[src/rtl/varredura_matriz.sv]
// varredura_matriz: row-scan driver for a 5x7 LED matrix; define VARREDURA_BLANK_EN for a one-cycle dark gap at the start of each row slot
module varredura_matriz #(
    parameter int DIV = 1000
) (
    input  logic        clk,
    input  logic        rst_n,
    input  logic        en,
    input  logic [34:0] mapa,
    output logic [6:0]  linha,
    output logic [4:0]  coluna,
    output logic        frame_fim
);
    localparam int PW = $clog2(DIV);
`ifdef VARREDURA_BLANK_EN
    localparam bit BLANK = 1'b1;
`else
    localparam bit BLANK = 1'b0;
`endif
    typedef enum logic {DESL, ATIVO} estado_t;
    estado_t        estado_q;
    logic [2:0]     row_q, row_d;
    logic [PW-1:0]  presc_q, presc_d;
    logic [34:0]    snap_q, snap_d;
    logic [6:0]     linha_q;
    logic [4:0]     coluna_q;
    logic           fim_q;
    logic           scan, fim_slot, lit_d;
    // next scan position and snapshot; en low forces everything back to the top row
    always_comb begin
        scan     = estado_q == ATIVO && en;
        fim_slot = presc_q == PW'(DIV - 1);
        presc_d  = scan && !fim_slot ? presc_q + 1'b1 : '0;
        row_d    = !scan ? 3'd0 : !fim_slot ? row_q : row_q == 3'd6 ? 3'd0 : row_q + 3'd1;
        snap_d   = en && (estado_q == DESL || (fim_slot && row_q == 3'd6)) ? mapa : snap_q;
        lit_d    = en && !(BLANK && presc_d == '0);
    end
    // state and outputs registered together, outputs computed from the next state so they line up with it
    always_ff @(posedge clk or negedge rst_n) begin
        if (!rst_n) begin
            estado_q <= DESL;
            row_q    <= '0;
            presc_q  <= '0;
            snap_q   <= '0;
            linha_q  <= '0;
            coluna_q <= 5'b11111;
            fim_q    <= 1'b0;
        end else begin
            estado_q <= en ? ATIVO : DESL;
            row_q    <= row_d;
            presc_q  <= presc_d;
            snap_q   <= snap_d;
            linha_q  <= lit_d ? 7'd1 << row_d : 7'd0;
            coluna_q <= lit_d ? ~snap_d[5*row_d +: 5] : 5'b11111;
            fim_q    <= en && row_d == 3'd6 && presc_d == PW'(DIV - 1);
        end
    end
    assign linha     = linha_q;
    assign coluna    = coluna_q;
    assign frame_fim = fim_q;
endmodule

[config.mk]
export PLATFORM = sky130hd
export DESIGN_NAME = varredura_matriz
export DESIGN_NICKNAME = d
export VERILOG_FILES = /design/src/rtl/varredura_matriz.sv
export SDC_FILE = /design/constraint.sdc
export NUM_CORES = 1
export LEC_CHECK = 0
export ABC_AREA = 1
export BUFFER_PORTS_ARGS = -buffer_cell sky130_fd_sc_hd__buf_2
export CAP_MARGIN = 20
export CELL_PAD_IN_SITES_DETAIL_PLACEMENT = 2
export CELL_PAD_IN_SITES_GLOBAL_PLACEMENT = 2
export CORE_UTILIZATION = 32
export CTS_BUF_LIST = sky130_fd_sc_hd__clkbuf_8 sky130_fd_sc_hd__clkbuf_16
export DETAILED_ROUTE_END_ITERATION = 10
export PLACE_DENSITY = 0.9
export SLEW_MARGIN = 15
export SYNTH_ARGS = -nofsm -noshare
export SYNTH_HDL_FRONTEND = slang
export SYNTH_SLANG_ARGS = --single-unit
[constraint.sdc]
create_clock -name clk -period 2.6 [get_ports clk]
set_clock_uncertainty 0.15 [all_clocks]
set_input_delay 0.39 -clock clk [delete_from_list [all_inputs] [get_ports clk]]
set_output_delay 0.39 -clock clk [all_outputs]
set_load 0.01 [all_outputs]
Word-level counts from Yosys, hierarchy flattened
Index checks and enable logic that the tools add are counted.

Memories: 0. Flip-flop bits (word level): 62. RAM bits: 0. ROM bits: 0. Word-level logic and storage cells: 34. Bits of input ports: 38. Latch bits: 0.

Divide/modulo/power cells: 0. Multiply operators: 1. $add $sub $neg: 2. Muxes and demuxes: 8. Bitwise gates (word level): 2. Magnitude comparators: 0. Shift-type cells: 2. Reductions and logical operators: 8. Equal/unequal tests: 4.

Operators by type and width (count): two-way mux 35 bit (1); indexed part select 35 x 7 -> 5 bit (1); == test 10 bit, second input constant (2); adder 10 x 1 -> 10 bit, second input constant (1); two-way mux 10 bit (1); two-way mux 3 bit (3); two-way mux 7 bit (1); << shifter 1 x 3 -> 7 bit, first input constant (1); == test 3 bit, second input constant (2); logical AND 1 bit (6); multiplier 3 x 3 -> 6 bit, first input constant (1); two-way mux 5 bit (1); NOT 5 bit (1); adder 3 x 1 -> 3 bit, second input constant (1); logical NOT 1 bit (1); logical OR 1 bit (1); two-way mux 1 bit (1); NOT 1 bit (1).

Depth between registers and ports, before layout
Depth in word-level cells: 8. Mapped depth: 14.

Least setup slack after synthesis
Ideal clock, no wire load.

Path type: reg-to-reg. Start point: register presc_q[0]. End point: register coluna_q[2] (netlist: coluna[2]). Arrival time: 1606 ps. Required time: 2375 ps. Setup slack: 768 ps. Stages on the path, launching flop included: 14. Buffers on the path: 1. Clock period less this slack: 1832 ps. Cells stage by stage: dfrtp_1 > ha_1 > nand2_1 > inv_1 > nand4_2 > nand2_4 > nand2_4 > buf_6 > nand2_1 > nand2_1 > nand2_1 > nand3_1 > nor2_1 > nor2_1.

Longest elaborated chain between the ends: 8. Elaborated cells between the ends (all ways): 11. Classes of those cells: mul (1); eq/ne (1); shift (1); mux (4); bitwise (1); reduce/logical (3).

Ends and longest elaborated chain: start, declared (line 22) `logic [PW-1:0] presc_q, presc_d;`; start signal, assigned (line 50) `presc_q <= presc_d;`; == test 10 bit * (line 31) `fim_slot = presc_q == PW'(DIV - 1);`; parallel branches: the longest is 4 deep, another holds multiplier 3 x 3 -> 6 bit; indexed part select 35 x 7 -> 5 bit * (line 53) `coluna_q <= lit_d ? ~snap_d[5*row_d +: 5] : 5'b11111;`; NOT 5 bit * (line 53); two-way mux 5 bit * (line 53); end signal, assigned (line 53); end, declared (line 25) `logic [4:0] coluna_q;`.

Every way passes the cells marked *.

Final worst setup path
Start point: register presc_q[0]. End point: register coluna_q[1] (netlist: coluna[1]).

Same word-level chain as after synthesis.

==> run_results.csv <==
group,metric,value,unit
cts,cts_resized,0,
timing,slew_violations,0,
power,cellPowerDensity,607,nW/um2
timing,fin_crit_sh,0.927,
flow_run,cap_viol_max_count,0,
power,clkPwrFrac,0.415,
die,initial_core_util,0.333,
route,dr.pass1.iters,4,
cts,cts_hold_buf,1,
cells_and_area,multi_input_area,1250,um2
timing,finalSetupViolCount,0,
timing,fmax,0.415,GHz
cts,clk_latency,0.34,ns
power,p_comb_frac,0.130,
placed_design,port_buffers,50,
power,p_leak,2.24,nW
setup_path,critPathArrivalTime,2.52,ns
cts,cts_sinks,62,
die,die_area,10600,um2
cells_and_area,fill_cells,1216,
cts,cts_tree,"yes",
route,via_per_inst,4.64,
power,intPower,0.00173,W
cells_and_area,drive_above_1_share,0.209,
synth,ys.flop_type,"dfrtp_1",
cts,cts_buffer_depth,2,
power,sw_frac_of_total,0.265,
cts,cts.clk_slew.worst_paths,0.07,ns
power,power_frac_seq,0.455,
placed_design,dp_hpwl,7480,um
synth,ys_async_sr_fraction,1.00,
synth,ys_top_cells_by_area,"dfrtp_1 (44%), nand2_1 (16%), inv_1 (11%)",
synth,synth_cells,436,
cells_and_area,regArea,1560,um2
hold_path,hold_depth,3,
grt,grt_max_degree,47,
synth,synth-seq-cells,62,
cts,cts_buffers,9,
timing,fin_crit,2.41,ns
die,die_w,103,um
placed_design,routabilityCongestion,0.828,
die,coreArea,9820,um2
timing,fin_tns_setup,0,ns
grt,grt_pass1_vias,3360,
grt,antenna_found_initial,0,
timing,relSlewSlack,0.556,
synth,yosysSeqAreaShare,0.477,
route,drt-total-wl,10500,um
route,vias,2923,
setup_path,crit_path_start_kind,"flop",
route,postRouteAntennaNets,0,
synth,syn-num-nets,475,
setup_path,worstSetupPathType,"flop to flop",
route,drt_iter0_drc,69,
timing,hold_viol,0,
die,die_h,103,um
timing,worst_pin_slew,0.666,ns
synth,syn_avg_cell_area,7.49,um2
cells_and_area,layout.nets,532,
synth,synth_cell_types,27,
route,routedWlPerCell,16.7,um
synth,synth_area_leader_cell,"dfrtp_1",
synth,synth_edf_count,0,
setup_path,cp-end-kind,"flop",
route,drc,0,
setup_path,reg2reg_depth,12,
synth,synth_top_area_share,0.437,
outcome,outcome,"complete, no violations",
timing,fin_hold_ws,0.122,ns
cts,post_cts_buffers,0,
timing,rsz0062_at_grt,"false",
synth,syn_area,3270,um2
setup_path,cp.required,2.71,ns
cts,root_buffer,"clkbuf_8",
setup_path,worstPathMaxFanout,46,
hold_path,hp-class,"input port to flop",
die,ios,51,
cells_and_area,diodes,0,
cells_and_area,syn_to_final_growth,18.9,%
grt,grt-ovfl-total,0,
cts,htreeDepth,3,
power,ir_worst_vdd,0.000213,V
die,row_count,36,
grt,grt_pass1_wl,17400,um
grt,groute.usage.overall,0.222,
synth,yosysWarningCount,0,
power,switchingPower,0.000625,W
[sequential cells by signal, summed over array words and instances (netlist names)]
| register | count |
|---|---|
| row_q | 3 |
| linha | 7 |
| presc_q | 10 |
| coluna | 5 |
| frame_fim | 1 |
| estado_q | 1 |
| snap_q | 35 |
[metrics by stage]
| stage | total power (W) | utilization | cell area, um2 | setup WS, ns | cells |
|---|---|---|---|---|---|
| 3_3_place_gp | 0.00136 | 0.372 | 3650 | 0.356 | 614 |
| 4_1_cts | 0.00239 | 0.395 | 3880 | 0.165 | 630 |
| 6_report | 0.00236 | 0.395 | 3880 | 0.189 | 630 |
| 2_1_floorplan | 0.00127 | - | 3270 | 0.768 | 436 |
| 5_1_grt | 0.00247 | 0.395 | 3880 | 0.00167 | 630 |
| 3_5_place_dp | 0.00140 | 0.372 | 3650 | 0.188 | 614 |
[worst max-delay path: stages (launching register included)]
cell	delay [ns]
dfrtp_1	0.44
ha_1	0.25
nand2_1	0.12
inv_1	0.11
nand4_2	0.13
nand2_4	0.07
nand2_4	0.42
nand2_1	0.11
nand2_1	0.13
nand2_1	0.07
nand3_1	0.11
nor2_1	0.05
nor2_1	0.16
[cells by family after synthesis]
family / after synthesis / synth area share
compound gates: 17 / 0.0406
xor+xnor: 1 / 0.00268
flops: 62 / 0.477
buf+inv: 110 / 0.140
fa+ha+maj: 1 / 0.00383
simple gates: 245 / 0.336
[synthesized netlist by cell type, types with 2 or more instances]
cell / number
inv_2: 5
nor2_2: 2
nor2_1: 37
nand2_2: 2
nand4_1: 3
buf_4: 4
o21ai_2: 11
dfstp_2: 5
dfrtp_1: 57
inv_1: 95
buf_6: 4
nand3_1: 39
nand3b_1: 10
nand2_1: 139
nor3_1: 4
o21ai_0: 2
nor2_4: 4
clkbuf_1: 2
nand2_4: 3
[final timing paths]
check	from	to	slack [ns]
max in group asynchronous	rst_n	coluna[1]	1.11
min	mapa[20]	snap_q[20]	0.12
min in group asynchronous	rst_n	presc_q[1]	0.47
min reg2reg	snap_q[30]	snap_q[30]	0.34
max	presc_q[0]	coluna[1]	0.19
max reg2reg	presc_q[0]	coluna[1]	0.19
[layout make-up]
cell class	count	share of cell area
well taps	133	0.0429
repair buffers	56	0.0799
flip-flops and latches	62	0.401
multi-input cells	264	0.322
clock buffers	11	0.0390
clock inverters	4	0.0184
inverters	100	0.0967
[layer usage]
metal,vias to the layer above,share of wire,global-route usage
met4,0,0.016,0.0769
met5,-,0,0
met3,15,0.032,0.0407
li1,1401,-,-
met1,1447,0.43,0.266
met2,60,0.52,0.398
[power by group through the flow]
stage | combinational [W] | sequential (W) | clock, W
after floorplan | 0.000181 | 0.00109 | 0
after detailed placement | 0.000308 | 0.00109 | 0
after global routing | 0.000352 | 0.00108 | 0.00104
after global placement | 0.000279 | 0.00108 | 0
after CTS | 0.000314 | 0.00107 | 0.000998
final | 0.000307 | 0.00107 | 0.000979
[placed cells by master, fill, tap and decap left out, drive strengths merged]
cell type    netlist  routed
dfrtp             57      57
nand3b            10      10
dlygate4sd3        0       1
nand3             40      40
clkinvlp           0       1
nor2              43      43
buf                8      55
inv              100     101
bufinv             0       2
xor2               1       1
ha                 1       1
dfstp              5       5
o21bai             1       1
clkbuf             2      11
o21ai             14      14
nand4              4       4
a21oi              2       2
nand2            144     144
nor3               4       4
Note: power is estimated with default switching activity, not from simulation.
